`config.mk`:
```
export PLATFORM = sky130hd
export DESIGN_NAME = dispatch
export DESIGN_NICKNAME = d
export VERILOG_FILES = /design/src/rtl/dispatch.sv
export SDC_FILE = /design/constraint.sdc
export NUM_CORES = 1
export LEC_CHECK = 0
export ABC_CLOCK_PERIOD_IN_PS = 15700
export BUFFER_PORTS_ARGS = -buffer_cell sky130_fd_sc_hd__buf_2
export CAP_MARGIN = 5
export CORE_AREA = 4 4 271 167
export CTS_BUF_LIST = sky130_fd_sc_hd__clkbuf_8
export DETAILED_ROUTE_END_ITERATION = 16
export DIE_AREA = 0 0 275 171
export HOLD_SLACK_MARGIN = 0.05
export RECOVER_POWER = 25
export SYNTH_ARGS = -nofsm -noshare
export SYNTH_HDL_FRONTEND = slang
export SYNTH_SLANG_ARGS = --single-unit
```
`constraint.sdc`:
```
create_clock -name clk -period 15.7 [get_ports clk]
set_clock_uncertainty 0.1 [all_clocks]
set_input_delay 3.14 -clock clk [delete_from_list [all_inputs] [get_ports clk]]
set_output_delay 3.14 -clock clk [all_outputs]
set_load 0.03 [all_outputs]
```
`src/rtl/dispatch.sv`:
```
// Dispatch queue between decode and issue: a circular FIFO of decoded
// instructions with a registered read port and count-derived full/empty flags.

package dispatch_pkg;
  typedef struct packed {
    logic [6:0]  opcode;
    logic [4:0]  rd;
    logic [4:0]  rs1;
    logic [4:0]  rs2;
    logic [31:0] imm;
  } decoded_instr_t;
endpackage

module dispatch
  import dispatch_pkg::*;
#(
  parameter int DEPTH = 8
) (
  input  logic           clk,
  input  logic           rst_n,      // active-high asynchronous reset
  input  logic           w_en,
  input  logic           r_en,
  input  decoded_instr_t instr_in,
  output decoded_instr_t instr_out,
  output logic           full,
  output logic           empty
);

  localparam int PTR_W = $clog2(DEPTH);

  decoded_instr_t   r_mem [DEPTH];
  logic [PTR_W-1:0] r_wr_ptr;
  logic [PTR_W-1:0] r_rd_ptr;
  logic [PTR_W:0]   r_count;

  logic w_do_wr;
  logic w_do_rd;

  // Flags come straight from the occupancy count, so they track the
  // post-edge state and clear the moment reset empties the queue.
  assign full    = (r_count == (PTR_W+1)'(DEPTH));
  assign empty   = (r_count == '0);

  // Both qualifiers use pre-edge flags: a write while full is dropped even
  // if a pop frees a slot on the same edge, and a read while empty never
  // bypasses the incoming write.
  assign w_do_wr = w_en && !full;
  assign w_do_rd = r_en && !empty;

  // Storage array; contents need no reset since only written slots are read.
  always_ff @(posedge clk) begin
    if (w_do_wr) begin
      r_mem[r_wr_ptr] <= instr_in;
    end
  end

  // Pointers, occupancy and the registered read port.
  always_ff @(posedge clk or posedge rst_n) begin
    if (rst_n) begin
      r_wr_ptr  <= '0;
      r_rd_ptr  <= '0;
      r_count   <= '0;
      instr_out <= '0;
    end else begin
      // DEPTH is a power of two, so natural pointer overflow is the wrap.
      if (w_do_wr) begin
        r_wr_ptr <= r_wr_ptr + PTR_W'(1);
      end
      if (w_do_rd) begin
        r_rd_ptr  <= r_rd_ptr + PTR_W'(1);
        instr_out <= r_mem[r_rd_ptr];
      end
      case ({w_do_wr, w_do_rd})
        2'b10:   r_count <= r_count + (PTR_W+1)'(1);
        2'b01:   r_count <= r_count - (PTR_W+1)'(1);
        default: r_count <= r_count;
      endcase
    end
  end

endmodule

```
# Word-level counts from Yosys, hierarchy flattened
# Memory sizes are Yosys's and may differ from the RTL's. A register that Yosys moved wholly into a read port is not among the register bits.
# Cells that the tools add are included.
dict set report word_totals {
  mem_count 1
  elab_cells 20
  reg_bits 10
  mem_bits_rw 432
  output_inout_bits 56
}
# name depth width read_ports rd_ports_with_merged_regs write_ports line
set mem_list {}
lappend mem_list {r_mem 8 54 1 1 1 31} ;# decoded_instr_t r_mem [DEPTH];
dict set report op_classes {
  n_eq_ne 3
  addsub 4
  n_reduce_logical 6
  mux 3
}
# op count
set op_table {}
lappend op_table {{4-bit case mux with 2 select lines} 1}
lappend op_table {{3-bit by 1-bit adder with 3-bit output (second input constant)} 2}
lappend op_table {{4-bit by 1-bit adder with 4-bit output (second input constant)} 1}
lappend op_table {{4-bit == test (second input constant)} 1}
lappend op_table {{4-bit logical NOT} 1}
lappend op_table {{4-bit by 1-bit subtractor with 4-bit output (second input constant)} 1}
lappend op_table {{2-bit by 1-bit == test with 1-bit output (second input constant)} 1}
lappend op_table {{2-bit == test (second input constant)} 1}
lappend op_table {{1-bit logical AND} 2}
lappend op_table {{1-bit logical NOT} 2}
lappend op_table {{1-bit two-way mux} 2}
lappend op_table {{2-bit nonzero test} 1}

# Logic depth before layout (Yosys ltp)
dict set report depth {
  depth_word 5
  ltp_mapped 10
  depth_no_buf 9
}

# Worst setup path after synthesis
# No wires, ideal clock.
dict set report synth_path {
  path_type {input to register}
  from {input port w_en}
  to {memory r_mem[0][0] (netlist name), enable pin}
  t_required_ps 15068
  setup_time_ps 532
  slack_ps 7797
  path_stages 3
  arrival_ps 7271
  n_path_buf 0
  cell_sequence {a21boi_1 > nand2b_1 > nor3_1}
}
dict set report synth_via {
  elab_chain_cells 3
}
# element line
set synth_lines {}
lappend synth_lines {{start: declaration} 21} ;# input logic w_en,
lappend synth_lines {{1-bit logical AND} 47} ;# assign w_do_wr = w_en && !full;
lappend synth_lines {{1-bit two-way mux} 52} ;# if (w_do_wr) begin
lappend synth_lines {{1-bit two-way mux (implied by the code)} 53} ;# r_mem[r_wr_ptr] <= instr_in;
lappend synth_lines {{end: declaration} 31}
# Every way passes these cells.

# Final worst setup path
dict set report layout_path {
  from {register r_count[0]}
  to {output port full}
}
dict set report layout_via {
  elab_chain_cells 1
}
# element line
set layout_lines {}
lappend layout_lines {{start: declaration} 34} ;# logic [PTR_W:0] r_count;
lappend layout_lines {{start signal: assignment} 74} ;# 2'b10: r_count <= r_count + (PTR_W+1)'(1);
lappend layout_lines {{start signal: assignment} 75} ;# 2'b01: r_count <= r_count - (PTR_W+1)'(1);
lappend layout_lines {{start signal: assignment} 76} ;# default: r_count <= r_count;
lappend layout_lines {{4-bit == test} 41} ;# assign full = (r_count == (PTR_W+1)'(DEPTH));
lappend layout_lines {{end: declaration} 25} ;# output logic full,
# Every way passes these cells.

==> run_results.csv <==
group,metric,value,unit
global_routing,grt_pass1_wl,57970,um
yosys,seq_area_frac_synth,0.7651,
routing,drtIter0Drc,662,
critical_path,worstPathRequired,12.46,ns
clocking,cts.sinks,496,
die,die_area,47030,sq um
finish,fillers,3589,
die,ios,114,
clocking,cts_buffer_depth,3,
routing,routed_wirelength,38090,um
finish,layout-drive-gt1-share,0.1913,
power_and_ir_drop,netSwitchingPower,1.363,mW
clocking,cts_resized,0,
sta,setup_viol,0,
yosys,async_flop_share,0.1290,
sta,setup-tns-final,0,ns
yosys,synth_fp_nets,1116,
finish,fin_util,0.5003,
sta,worst_pin_slew,1.044,ns
worst_hold_path,hp-class,"flip-flop to flip-flop",
yosys,synth_compound_area_frac,0.06220,
critical_path,worstPathMaxFanout,5,
global_routing,grt_max_degree,68,
finish,n_antenna_cell,0,
clocking,h-tree-depth,3,
finish,stdcell_area,21420,sq um
sta,max-slew-margin-rel,0.3038,
critical_path,cp-end-kind,"output pin",
yosys,yosys_warnings,0,
die,start_util,0.4449,
yosys,synthMuxAreaShare,0.1211,
routing,vias_per_cell,5.188,
power_and_ir_drop,clock_power_share,0.241,
routing,first_pass_iters,5,
yosys,yosysTopAreaCellShare,0.6810,
worst_hold_path,whs_path_depth,2,
sta,rsz0062_at_grt,"no",
critical_path,r2r_cells,5,
yosys,netlist_area,19050,sq um
routing,remaining_drc_errors,0,
yosys,syn_area_per_cell,18.11,sq um
yosys,synth_xor_area_frac,0.002299,
yosys,synthAdderAreaFrac,0.004335,
yosys,synthFlopType,"edfxtp_1",
critical_path,crit_type,"flip-flop to output pin",
power_and_ir_drop,power_density,184.7,nW/um^2
finish,nets,1264,
routing,antenna_left,0,
critical_path,worstSetupStartpointType,"flip-flop",
die,core,42820,sq um
power_and_ir_drop,switching_share,0.3445,
critical_path,cp_data_arrival_time,1.62,ns
place,placed_cell_area,20120,sq um
global_routing,grt_pass1_vias,9800,
routing,vias,9541,
routing,wl_per_cell,20.71,um
critical_path,slowest_stage,"dfrtp_1",
global_routing,overflow,0,
place,port-buffer-count,113,
finish,instances_no_fill,1839,
clocking,cts_buffers,75,
run,max_cap_violations,0,
power_and_ir_drop,power.internal,2.593,mW
power_and_ir_drop,peakVddDrop,0.07789,mV
yosys,netlist_top_cells_count,"432 x edfxtp_1, 109 x mux2i_1, 71 x mux2_1",
sta,fin_crit_sh,0.3096,
yosys,synth_edf_count,432,
place,routabilityCongestion,0.6847,
critical_path,crit_chain,"nor3_1, and2_1, buf_2",
run_status,status,"finished clean",
place,hpwl,19870,um
yosys,synth.most_common_cell,"edfxtp_1",
yosys,synth_cells,1052,
sta,layout_min_cycle_time,4.861,ns
sta,fmax,0.2057,GHz
sta,hold_slack,0.3754,ns
yosys,synth-seq-cells,496,
die,row_count,59,
yosys,synth_top_family_by_area,"multiplexers",
global_routing,antenna_found_initial,3,
power_and_ir_drop,power_leakage,7.553,nW
die,die_x,275,um
yosys,ys_types,37,
clocking,cts-root-buf,"clkbuf_8",
die,die_height,171,um
clocking,clk_pin_slew,0.06,ns
place,dp.cells,1702,
global_routing,grt_util_all_layers,0.1622,
clocking,cts_tree,"yes",
clocking,cts_setup_buffers,0,
clocking,clk_latency,0.61,ns
power_and_ir_drop,p_seq_frac,0.456,
sta,hold_viol_final,0,
yosys,yosysTopAreaCell,"edfxtp_1",
sta,maxSlewViolCount,0,
finish,area_growth,12.45,%
yosys,ys_top_cells_by_area,"edfxtp_1 68%, dfrtp_1 8.4%, mux2i_1 5.7%, mux2_1 4.2%, mux2_2 2.2%",
clocking,cts_hold_buf,0,
power_and_ir_drop,pwr-share-comb,0.303,
yosys,yosys.area_share.simple,0.02082,
critical_path,max_stage_delay,0.44,ns
[cells by family after synthesis]
| logic type | Yosys count |
|---|---|
| DFF | 496 |
| muxes | 217 |
| AOI/OAI and AO/OA | 168 |
| and+or+nand+nor | 93 |
| buffers and inverters | 67 |
| adders and majority gates | 6 |
| xor gates and xnor gates | 5 |
[worst max-delay path: cells and delay by family, from the launching register on]
kind / cells / cell delay (ns)
buffers and inverters: 1 / 0.19
flip-flops: 1 / 0.44
AND/OR/NAND/NOR: 2 / 0.38
[metrics by stage]
| stage | total power [mW] | setup slack (ns) |
|---|---|---|
| floorplan | 2.730 | 7.797 |
| global placement | 3.042 | 10.27 |
| detailed placement | 3.058 | 10.23 |
| CTS | 4.022 | 10.77 |
| global route | 4.187 | 10.68 |
| finish | 3.956 | 10.84 |
[area by class of cell]
cell class	count	area, sq um	area share
clock buffers	79	1087	0.05076
well taps	579	724.4	0.03382
flip-flops and latches	496	14580	0.6806
clock inverters	58	257.7	0.01203
inverters	8	31.28	0.001460
repair buffers	130	643.1	0.03003
multi-input cells	489	4098	0.1913
[registers in the layout, indices dropped and copies added (netlist names)]
signal,count
instr_out,54
r_count,4
r_mem,432
r_rd_ptr,3
r_wr_ptr,3
[power by group through the flow]
| stage | logic [mW] | clock network [mW] | registers, mW |
|---|---|---|---|
| 6_report | 1.20 | 0.955 | 1.80 |
| 5_1_grt | 1.31 | 1.05 | 1.83 |
| 4_1_cts | 1.23 | 0.987 | 1.81 |
| 3_5_place_dp | 1.23 | 0 | 1.83 |
| 3_3_place_gp | 1.22 | 0 | 1.82 |
| 2_1_floorplan | 0.787 | 0 | 1.94 |
[cells in the final DEF (no fill, tap or decap), types with 18 or more instances in the layout]
cell / n
a221o_1: 18
a22oi_1: 36
buf_2: 73
clkbuf_1: 40
clkbuf_8: 79
clkinv_1: 20
dfrtp_1: 63
edfxtp_1: 432
inv_1: 26
mux2_1: 71
mux2_2: 37
mux2i_1: 109
nand2_1: 68
o21ai_1: 54
o221ai_1: 36
o22ai_1: 18
[per-layer routing]
metal | GRT usage | vias to the layer above | part of all wire
met3 | 0.03981 | 54 | 0.050
met1 | 0.2303 | 4815 | 0.47
met2 | 0.2534 | 191 | 0.46
li1 | - | 4475 | -
met5 | 0 | - | 0.0010
met4 | 0.04337 | 6 | 0.015
[final timing paths]
path	start	end	slack, ns
worst max-delay path	r_count[0]	full	10.84
worst min-delay path	instr_out[6]	instr_out[6]	0.38
worst max register to register	r_rd_ptr[0]	instr_out[45]	11.84
worst min register to register	instr_out[6]	instr_out[6]	0.38
max in group asynchronous	rst_n	r_rd_ptr[0]	12.08
min in group asynchronous	rst_n	instr_out[31]	2.68
(Power assumes the default switching activity.)
